`src/rtl/rf_arb_pkg.sv`:
```
// Shared types for the register-file write-port arbiter: request payload,
// write-port source select and architectural register count.
package rf_arb_pkg;

  localparam int unsigned ADDRESS_WIDTH = 5;
  localparam int unsigned DATA_WIDTH    = 32;
  localparam int unsigned NUM_REGS      = 32;

  typedef logic [ADDRESS_WIDTH-1:0] reg_addr_t;

  typedef struct packed {
    reg_addr_t             rd;
    logic [DATA_WIDTH-1:0] wd;
  } wb_req_t;

  typedef enum logic [1:0] {
    SRC_NONE,
    SRC_PIPE,
    SRC_FIFO
  } wr_src_e;

endpackage

```
`src/rtl/rf_write_arbiter_if.sv`:
```
// WB / MDU / decode-check / register-file signals of the write arbiter.
// master drives requests and checks; slave is the arbiter.
interface rf_write_arbiter_if #(
  parameter int unsigned ADDRESS_WIDTH = 5,
  parameter int unsigned DATA_WIDTH    = 32
);
  logic                     pipe_we;
  logic [ADDRESS_WIDTH-1:0] pipe_rd;
  logic [DATA_WIDTH-1:0]    pipe_wd;
  logic                     mdu_valid;
  logic [ADDRESS_WIDTH-1:0] mdu_rd;
  logic [DATA_WIDTH-1:0]    mdu_wd;
  logic                     mdu_ready;
  logic                     issue_valid;
  logic [ADDRESS_WIDTH-1:0] issue_rd;
  logic [ADDRESS_WIDTH-1:0] chk_rs1;
  logic [ADDRESS_WIDTH-1:0] chk_rs2;
  logic [ADDRESS_WIDTH-1:0] chk_rd;
  logic                     hazard_stall;
  logic                     pipe_hold;
  logic                     WE3;
  logic [ADDRESS_WIDTH-1:0] AD3;
  logic [DATA_WIDTH-1:0]    WD3;

  modport master (
    output pipe_we, pipe_rd, pipe_wd, mdu_valid, mdu_rd, mdu_wd,
           issue_valid, issue_rd, chk_rs1, chk_rs2, chk_rd,
    input  mdu_ready, hazard_stall, pipe_hold, WE3, AD3, WD3
  );

  modport slave (
    input  pipe_we, pipe_rd, pipe_wd, mdu_valid, mdu_rd, mdu_wd,
           issue_valid, issue_rd, chk_rs1, chk_rs2, chk_rd,
    output mdu_ready, hazard_stall, pipe_hold, WE3, AD3, WD3
  );
endinterface

```
`src/rtl/sync_fifo.sv`:
```
// Small synchronous FIFO; head is visible combinationally, contents are not
// reset (only the pointers), so reset simply discards whatever was stored.
module sync_fifo
  import rf_arb_pkg::*;
#(
  parameter type         T     = wb_req_t,
  parameter int unsigned DEPTH = 2
) (
  input  logic clk,
  input  logic rst,
  input  logic push,
  input  T     din,
  input  logic pop,
  output T     head,
  output logic full,
  output logic empty
);
  localparam int unsigned PW = $clog2(DEPTH);
  localparam int unsigned CW = PW + 1;

  T              mem [DEPTH];
  logic [PW-1:0] wr_ptr;
  logic [PW-1:0] rd_ptr;
  logic [CW-1:0] count;
  logic          do_push;
  logic          do_pop;

  assign do_push = push && !full;
  assign do_pop  = pop && !empty;
  assign full    = (count == CW'(DEPTH));
  assign empty   = (count == '0);
  assign head    = mem[rd_ptr];

  always_ff @(posedge clk) begin
    if (do_push) mem[wr_ptr] <= din;
  end

  always_ff @(posedge clk) begin
    if (rst) begin
      wr_ptr <= '0;
      rd_ptr <= '0;
      count  <= '0;
    end else begin
      if (do_push) wr_ptr <= wr_ptr + PW'(1);
      if (do_pop)  rd_ptr <= rd_ptr + PW'(1);
      case ({do_push, do_pop})
        2'b10:   count <= count + CW'(1);
        2'b01:   count <= count - CW'(1);
        default: count <= count;
      endcase
    end
  end
endmodule

```
`src/rtl/rf_write_arbiter.sv`:
```
// Shares the reg_file write port between WB and buffered MDU results, forces the
// FIFO head through after repeated denial, and tracks MDU-pending destinations.
module rf_write_arbiter
  import rf_arb_pkg::*;
#(
  parameter int unsigned ADDRESS_WIDTH = 5,
  parameter int unsigned DATA_WIDTH    = 32,
  parameter int unsigned FIFO_DEPTH    = 2,
  parameter int unsigned STARVE_LIMIT  = 4
) (
  input logic               clk,
  input logic               rst,
  rf_write_arbiter_if.slave bus
);
  localparam int unsigned SCW = $clog2(STARVE_LIMIT) + 1;

  typedef struct packed {
    logic [ADDRESS_WIDTH-1:0] rd;
    logic [DATA_WIDTH-1:0]    wd;
  } req_t;

  req_t                fifo_din;
  req_t                fifo_head;
  logic                fifo_push;
  logic                fifo_pop;
  logic                fifo_full;
  logic                fifo_empty;
  wr_src_e             src;
  logic [SCW-1:0]      starve_cnt;
  logic                pipe_hold_q;
  logic                denied;
  logic                starve_hit;
  logic [NUM_REGS-1:0] pending;
  logic [NUM_REGS-1:0] pending_nxt;

  assign fifo_din      = '{rd: bus.mdu_rd, wd: bus.mdu_wd};
  assign fifo_push     = bus.mdu_valid && !fifo_full && (bus.mdu_rd != '0);
  assign bus.mdu_ready = !fifo_full;

  sync_fifo #(
    .T     (req_t),
    .DEPTH (FIFO_DEPTH)
  ) u_fifo (
    .clk   (clk),
    .rst   (rst),
    .push  (fifo_push),
    .din   (fifo_din),
    .pop   (fifo_pop),
    .head  (fifo_head),
    .full  (fifo_full),
    .empty (fifo_empty)
  );

  // Gated by rst so nothing stale reaches the register file in the reset cycle.
  always_comb begin
    src = SRC_NONE;
    if (!rst) begin
      if (pipe_hold_q && !fifo_empty)             src = SRC_FIFO;
      else if (bus.pipe_we && bus.pipe_rd != '0)  src = SRC_PIPE;
      else if (!fifo_empty)                       src = SRC_FIFO;
    end
  end

  always_comb begin
    bus.WE3 = 1'b0;
    bus.AD3 = '0;
    bus.WD3 = '0;
    case (src)
      SRC_PIPE: begin
        bus.WE3 = 1'b1;
        bus.AD3 = bus.pipe_rd;
        bus.WD3 = bus.pipe_wd;
      end
      SRC_FIFO: begin
        bus.WE3 = 1'b1;
        bus.AD3 = fifo_head.rd;
        bus.WD3 = fifo_head.wd;
      end
      default: ;
    endcase
  end

  assign fifo_pop   = (src == SRC_FIFO);
  assign denied     = !fifo_empty && !fifo_pop;
  assign starve_hit = denied && (starve_cnt == SCW'(STARVE_LIMIT - 1));

  always_ff @(posedge clk) begin
    if (rst) begin
      starve_cnt  <= '0;
      pipe_hold_q <= 1'b0;
    end else begin
      pipe_hold_q <= starve_hit;
      if (!denied || starve_hit) starve_cnt <= '0;
      else                       starve_cnt <= starve_cnt + SCW'(1);
    end
  end

  assign bus.pipe_hold = pipe_hold_q;

  // Clear first, then set, so an issue to the register being retired wins.
  always_comb begin
    pending_nxt = pending;
    if (fifo_pop)        pending_nxt[fifo_head.rd] = 1'b0;
    if (bus.issue_valid) pending_nxt[bus.issue_rd] = 1'b1;
    pending_nxt[0] = 1'b0;
  end

  always_ff @(posedge clk) begin
    if (rst) pending <= '0;
    else     pending <= pending_nxt;
  end

  assign bus.hazard_stall = pending[bus.chk_rs1] | pending[bus.chk_rs2] | pending[bus.chk_rd];
endmodule
```
`src/flat_wrapper.sv`:
```
// flat-port wrapper written by rule: the top's interface ports become plain ports
module rf_write_arbiter_flat import rf_arb_pkg::*;
#(
  parameter int unsigned ADDRESS_WIDTH = 5,
  parameter int unsigned DATA_WIDTH    = 32,
  parameter int unsigned FIFO_DEPTH    = 2,
  parameter int unsigned STARVE_LIMIT  = 4
)
  (clk, rst, bus_pipe_we, bus_pipe_rd, bus_pipe_wd, bus_mdu_valid, bus_mdu_rd, bus_mdu_wd, bus_issue_valid, bus_issue_rd, bus_chk_rs1, bus_chk_rs2, bus_chk_rd, bus_mdu_ready, bus_hazard_stall, bus_pipe_hold, bus_WE3, bus_AD3, bus_WD3);
  rf_write_arbiter_if #(.ADDRESS_WIDTH(ADDRESS_WIDTH), .DATA_WIDTH(DATA_WIDTH)) bus_i ();
  input logic clk;
  input logic rst;
  input wire logic [$bits(bus_i.pipe_we)-1:0] bus_pipe_we;
  input wire logic [$bits(bus_i.pipe_rd)-1:0] bus_pipe_rd;
  input wire logic [$bits(bus_i.pipe_wd)-1:0] bus_pipe_wd;
  input wire logic [$bits(bus_i.mdu_valid)-1:0] bus_mdu_valid;
  input wire logic [$bits(bus_i.mdu_rd)-1:0] bus_mdu_rd;
  input wire logic [$bits(bus_i.mdu_wd)-1:0] bus_mdu_wd;
  input wire logic [$bits(bus_i.issue_valid)-1:0] bus_issue_valid;
  input wire logic [$bits(bus_i.issue_rd)-1:0] bus_issue_rd;
  input wire logic [$bits(bus_i.chk_rs1)-1:0] bus_chk_rs1;
  input wire logic [$bits(bus_i.chk_rs2)-1:0] bus_chk_rs2;
  input wire logic [$bits(bus_i.chk_rd)-1:0] bus_chk_rd;
  output wire logic [$bits(bus_i.mdu_ready)-1:0] bus_mdu_ready;
  output wire logic [$bits(bus_i.hazard_stall)-1:0] bus_hazard_stall;
  output wire logic [$bits(bus_i.pipe_hold)-1:0] bus_pipe_hold;
  output wire logic [$bits(bus_i.WE3)-1:0] bus_WE3;
  output wire logic [$bits(bus_i.AD3)-1:0] bus_AD3;
  output wire logic [$bits(bus_i.WD3)-1:0] bus_WD3;
  assign bus_i.pipe_we = bus_pipe_we;
  assign bus_i.pipe_rd = bus_pipe_rd;
  assign bus_i.pipe_wd = bus_pipe_wd;
  assign bus_i.mdu_valid = bus_mdu_valid;
  assign bus_i.mdu_rd = bus_mdu_rd;
  assign bus_i.mdu_wd = bus_mdu_wd;
  assign bus_i.issue_valid = bus_issue_valid;
  assign bus_i.issue_rd = bus_issue_rd;
  assign bus_i.chk_rs1 = bus_chk_rs1;
  assign bus_i.chk_rs2 = bus_chk_rs2;
  assign bus_i.chk_rd = bus_chk_rd;
  assign bus_mdu_ready = bus_i.mdu_ready;
  assign bus_hazard_stall = bus_i.hazard_stall;
  assign bus_pipe_hold = bus_i.pipe_hold;
  assign bus_WE3 = bus_i.WE3;
  assign bus_AD3 = bus_i.AD3;
  assign bus_WD3 = bus_i.WD3;
  rf_write_arbiter #(.ADDRESS_WIDTH(ADDRESS_WIDTH), .DATA_WIDTH(DATA_WIDTH), .FIFO_DEPTH(FIFO_DEPTH), .STARVE_LIMIT(STARVE_LIMIT)) u_core (.clk(clk), .rst(rst), .bus(bus_i));
endmodule
```
`config.mk`:
```
export PLATFORM = sky130hd
export DESIGN_NAME = rf_write_arbiter_flat
export DESIGN_NICKNAME = d
export VERILOG_FILES = /design/src/rtl/rf_arb_pkg.sv /design/src/rtl/rf_write_arbiter_if.sv /design/src/rtl/sync_fifo.sv /design/src/rtl/rf_write_arbiter.sv /design/src/flat_wrapper.sv
export SDC_FILE = /design/constraint.sdc
export NUM_CORES = 1
export LEC_CHECK = 0
export ABC_AREA = 1
export CAP_MARGIN = 10
export CORE_MARGIN = 5
export CORE_UTILIZATION = 50
export DETAILED_ROUTE_END_ITERATION = 8
export GPL_ROUTABILITY_DRIVEN = 0
export PLACE_DENSITY = 0.86
export SLEW_MARGIN = 20
export SYNTH_ARGS = -nofsm -noshare
export SYNTH_HDL_FRONTEND = slang
export SYNTH_SLANG_ARGS = --single-unit
```
`constraint.sdc`:
```
create_clock -name clk -period 5.3 [get_ports clk]
set_clock_uncertainty 0.15 [all_clocks]
set_input_delay 0.53 -clock clk [delete_from_list [all_inputs] [get_ports clk]]
set_output_delay 0.53 -clock clk [all_outputs]
set_load 0.02 [all_outputs]
```
**Yosys cells after proc, flatten, opt, wreduce, memory -nomap -nowiden**

Memories as Yosys holds them, arrays and structs flattened. A register that Yosys moved wholly into a read port is not among the register bits.
Index checks and enable logic that the tools add are counted.

- Add/subtract/negate cells: 5
- Order comparisons: 7
- Equality and inequality tests: 6
- Multiplexer cells: 24
- Bitwise gates (word level): 5
- Reduce and logical (&&, ||, !) cells: 21

Operators with widths:

| kind | number |
|---|---|
| 32-bit two-way mux | 2 |
| 32-bit one-hot mux with 2 select lines | 1 |
| 32-bit bitwise AND | 1 |
| 32-bit NOT | 1 |
| 32-bit bitwise OR | 1 |
| 5-bit by 6-bit < comparator with 1-bit output (second input constant) | 5 |
| 1-bit binary-select mux with 5-bit select | 3 |
| 1-bit demux with 5-bit select | 2 |
| 5-bit by 1-bit >= comparator with 1-bit output (second input constant) | 2 |
| 1-bit logical AND | 10 |
| 1-bit two-way mux | 10 |
| 5-bit one-hot mux with 2 select lines | 1 |
| 5-bit nonzero test | 2 |
| 2-bit two-way mux | 4 |
| 2-bit == test (second input constant) | 3 |
| 2-bit by 1-bit == test with 1-bit output (second input constant) | 2 |
| 1-bit zero test | 4 |
| 2-bit one-hot mux with 2 select lines | 1 |
| 2-bit OR reduction | 2 |
| 3-bit by 1-bit adder with 3-bit output (second input constant) | 1 |
| 3-bit by 2-bit == test with 1-bit output (second input constant) | 1 |
| 1-bit adder (second input constant) | 2 |
| 2-bit by 1-bit adder with 2-bit output (second input constant) | 1 |
| 2-bit zero test | 1 |
| 4 further kinds | 5 |

- Register bits: 40
- Bits in writable memories: 74
- Word-level logic and storage cells: 76
- Memories kept: 1

Memories:

| name | words | bits a word | rd ports | clocked after memory_dff | write ports | RTL line | source |
|---|---|---|---|---|---|---|---|
| u_core.u_fifo.mem | 2 | 37 | 1 | 1 | 1 | sync_fifo.sv:21 | `T mem [DEPTH];` |

**Depth between registers and ports, before layout**

- Depth after elaboration: 11
- Mapped depth: 12

**Cells and area by module**

Synthesis repeated with hierarchy kept, for this count alone.

- Cell total of the unflattened synthesis: 713
- Area total of the unflattened synthesis: 6143.4 µm²

Modules (own cells, without submodules):

| module | instances | cells each | area an instance (µm²) | seq. area each (µm²) |
|---|---|---|---|---|
| rf_write_arbiter | 1 | 558 | 3075.4 | 700.7 |
| sync_fifo | 1 | 155 | 3067.9 | 2322.2 |

**Least setup slack after synthesis**

Ideal clock, no wire load.

- Kind: input-to-output
- Start: input port bus_pipe_rd[2]
- End: output port bus_WD3[0]
- Arrival time: 2.379 ns
- Data required time: 4.620 ns
- Setup slack: 2.241 ns
- Stages on the path: 11
- Buffers on the path: 2
- Path through: or2_2 o41ai_1 o21ai_0 inv_1 ha_1 buf_2 inv_2 buf_2 nor2_1 o21ai_0 a21oi_1

- Cells in the longest elaborated chain, start to end: 7
- Elaborated cells between the ends (all ways): 8
- Those cells by class: eq/ne (2); mux (4); reduce/logical (2)

RTL lines:

| element | RTL line | source |
|---|---|---|
| start, declared | flat_wrapper.sv:14 | `input wire logic [$bits(bus_i.pipe_rd)-1:0] bus_pipe_rd;` |
| 5-bit nonzero test (*) | rf_write_arbiter.sv:59 | `else if (bus.pipe_we && bus.pipe_rd != '0) src = SRC_PIPE;` |
| 1-bit logical AND (*) | rf_write_arbiter.sv:59 |  |
| 2-bit two-way mux (*) | rf_write_arbiter.sv:59 |  |
| 2-bit two-way mux (*) | rf_write_arbiter.sv:58 | `if (pipe_hold_q && !fifo_empty) src = SRC_FIFO;` |
| 2-bit two-way mux (*) | rf_write_arbiter.sv:57 | `if (!rst) begin` |
| 2-bit == test / 2-bit by 1-bit == test with 1-bit output (equally long branches) | rf_write_arbiter.sv:68 | `case (src)` |
| 32-bit one-hot mux with 2 select lines (*) | rf_write_arbiter.sv:68 |  |
| end, declared | flat_wrapper.sv:29 | `output wire logic [$bits(bus_i.WD3)-1:0] bus_WD3;` |

Mark *: on every way between the ends. The rest lies on a longest branch, timed or not.

**Worst setup path after layout**

- Start: input port bus_pipe_rd[2]
- End: output port bus_WD3[25]

Same word-level chain as after synthesis.

==> metrics.txt <==
hold buffer count at CTS 0; synthesized area between 5000 and 6000 µm²; RSZ-0062 raised after global routing no; Slew Viols, Final 0; number of cells on the worst hold path 1; global-route wire length before repair between 20 and 30 mm; Register-to-Register Path Depth 11; Post-Syn Nets 850; Post-synth top cells nand2_1 (199), nor2_1 (84), nand3_1 (77), edfxtp_1 (74), a21oi_1 (71); Max-Slew Margin vs Limit between 20% and 30%; synthesized instance count 746; worst reg2reg endpoint u_core.u_fifo.count[1]$_SDFFE_PP0P_; combinational family with the most area after synthesis simple AND/OR/NAND/NOR gates; Adder-Cell Fraction of Synth Area under 10%; Setup CP Type in -> out; Yosys reg bits 114; H-tree depth 4; asr flop ratio synth 0%; CTS tree built; Antenna diodes 0; height of the die 118 µm; Distinct cells, synth 34; CP Capture Type output port; Final Hold Fails 0; final setup violation count 0; sequential share of the synthesized area 51.4%; Arr. time, crit path roughly 3900 ps; setup bufs post-CTS 0; routed length per instance around 18 µm; die area 14000 µm²; Max Clock Freq about 220 MHz; HPWL Detailed 12.1 mm; Place WS 932 ps; Peak VDD IR 0.253 mV; Root Driver clkbuf_16; Area Growth Syn to Fin 36.0%; Synth Warn # 0; io pins between 100 and 150; Worst-path clk slew 50 ps; number of flops mapped to enable cells by yosys 74; Rows 39; Synth Area in Simple Gates 28.1%; hold crit path type reg -> reg; Required @ worst endpoint 4620 ps; mux contribution to synthesized area less than 1%; post-route setup TNS 0 ps; minimum clock period 4580 ps; drt drc 0; Initial Util between 50 and 60%; post-synth top area share a little under two fifths; largest net degree at the start of global routing 39; Worst Tran Pin Value 1060 ps; Hold EP u_core.starve_cnt[0]$_SDFF_PP0_; Clock Latency Late Sink 410 ps; First-pass DRT Iterations 6; Die Wd 118 µm; GRT overflow 0; initial DRC count around 660; Max-Cap Viols 0; largest cells by area after synthesis edfxtp_1 (38%), dfxtp_1 (14%), nand2_1 (13%), nand3_1 (6.6%), a21oi_1 (6.0%); setup ws final between 700 and 800 ps; FF-to-FF Start u_core.u_fifo.count[1]$_SDFFE_PP0P_; vias 5762; PostCTS Resize Cnt 0; DR vias/cell 5.60; pwr dens 315 nW/µm²; Syn Area/Cell 7.88 µm²; Main synth FF type edfxtp_1; share of cells above drive strength 1 7.00%; Clock Path Buffers 2; CP startpoint kind input pin; worst reg2reg setup slack around 2200 ps; Yosys top cell by area edfxtp_1; core area 11500 µm²; I/O Buffers 139; post-synthesis compound-gate area fraction about 12%; total design power 0.00252 W; TritonCTS buffer count 17; xor/xnor share of the synthesized area 0.149%; Sink Count approximately 110; leak pwr 2.92 nW; Max Fanout on Critical Path 35; initial antenna violation count 0; Final #Nets 978; vias in the first global route 5655; most numerous cell in the Yosys netlist nand2_1; hold_sp u_core.starve_cnt[0]$_SDFF_PP0_; final wirelength between 15 and 20 mm; status finished clean; number of antenna-violating nets in the routed design 0; Total Routing Usage GR 25.2%; Tcrit/Tclk final 86.4%
[placed cells by master, fill, tap and decap left out, types with 2 or more instances in the layout]
cell type / instances
nand2_1: 199
clkdlybuf4s50_1: 139
nor2_1: 82
nand3_1: 77
edfxtp_1: 74
a21oi_1: 71
o21ai_0: 49
inv_1: 48
dfxtp_1: 40
o21ai_1: 17
clkbuf_16: 17
nor3_1: 12
inv_2: 7
ha_1: 5
clkinv_4: 5
nand2_2: 4
bufinv_16: 4
buf_4: 4
nor2_4: 3
nor3_2: 3
nor2_2: 3
clkinv_2: 3
nor3b_1: 2
nand3_2: 2
buf_16: 2
[worst max-delay path: stages]
cell	delay [ps]
clkdlybuf4s50_1	430
or2_2	330
o41ai_1	390
o21ai_0	200
inv_1	100
ha_1	350
inv_2	360
nor2_1	220
o21ai_0	120
a21oi_1	220
clkdlybuf4s50_1	650
[registers in the layout, summed over array words and instances, names as in the netlist, named ones only]
| signal | count |
|---|---|
| u_core.pending | 31 |
| u_core.u_fifo.wr_ptr | 1 |
| u_core.u_fifo.mem | 74 |
| u_core.u_fifo.count | 2 |
| u_core.bus.pipe_hold | 1 |
| u_core.starve_cnt | 3 |
| u_core.u_fifo.rd_ptr | 1 |
[report_power, final]
part	total [W]	switching (W)	internal (W)
sequential	0.00102	0.0000186	0.000998
clock	0.00118	0.000397	0.000781
combinational	0.000323	0.000183	0.000140
[cell type report]
class / instances / area [µm²]
clock inverter: 14 / 190
multi-input combinational: 541 / 2500
inverter: 55 / 206
tap: 143 / 179
clock buffer: 17 / 425
timing repair buffer: 145 / 1480
fill: 837 / 3470
sequential: 114 / 3020
[routing by layer]
layer | GRT usage, % | vias up | wire length [µm]
met4 | 11.8 | 0 | 840
met3 | 8.31 | 77 | 1840
li1 | - | 2761 | -
met1 | 30.0 | 2596 | 6560
met5 | 0 | - | 0
met2 | 41.4 | 328 | 8860
[stage by stage]
step | std cells | util, % | area (µm²) | hold slack [ps]
2_1_floorplan | 746 | - | 5880 | 249
6_report | 1029 | 69.7 | 8000 | 293
3_3_place_gp | 996 | 63.9 | 7330 | 257
4_1_cts | 1027 | 69.3 | 7940 | 296
3_5_place_dp | 996 | 63.9 | 7330 | 268
5_1_grt | 1029 | 69.7 | 8000 | 308
[logic make-up (layout without fill, tap and decap cells)]
logic type                 after synthesis  in the layout
adders and majority gates                5              5
buffers and inverters                   91            231
DFF                                    114            114
and+or+nand+nor                        391            391
AOI/OAI and AO/OA                      143            143
muxes                                    1              1
xor gates and xnor gates                 1              1
[how the worst max path moves through the flow]
stage	end	depth (start not counted)	start
floorplan	bus_WD3[0]	11	bus_pipe_rd[2]
global placement	bus_WD3[10]	11	bus_pipe_rd[2]
detailed placement	bus_WD3[6]	11	bus_pipe_rd[2]
CTS	bus_WD3[6]	11	bus_pipe_rd[2]
global route	bus_WD3[16]	11	bus_pipe_rd[2]
finish	bus_WD3[25]	11	bus_pipe_rd[2]
Power figures use the tool's default switching activity.
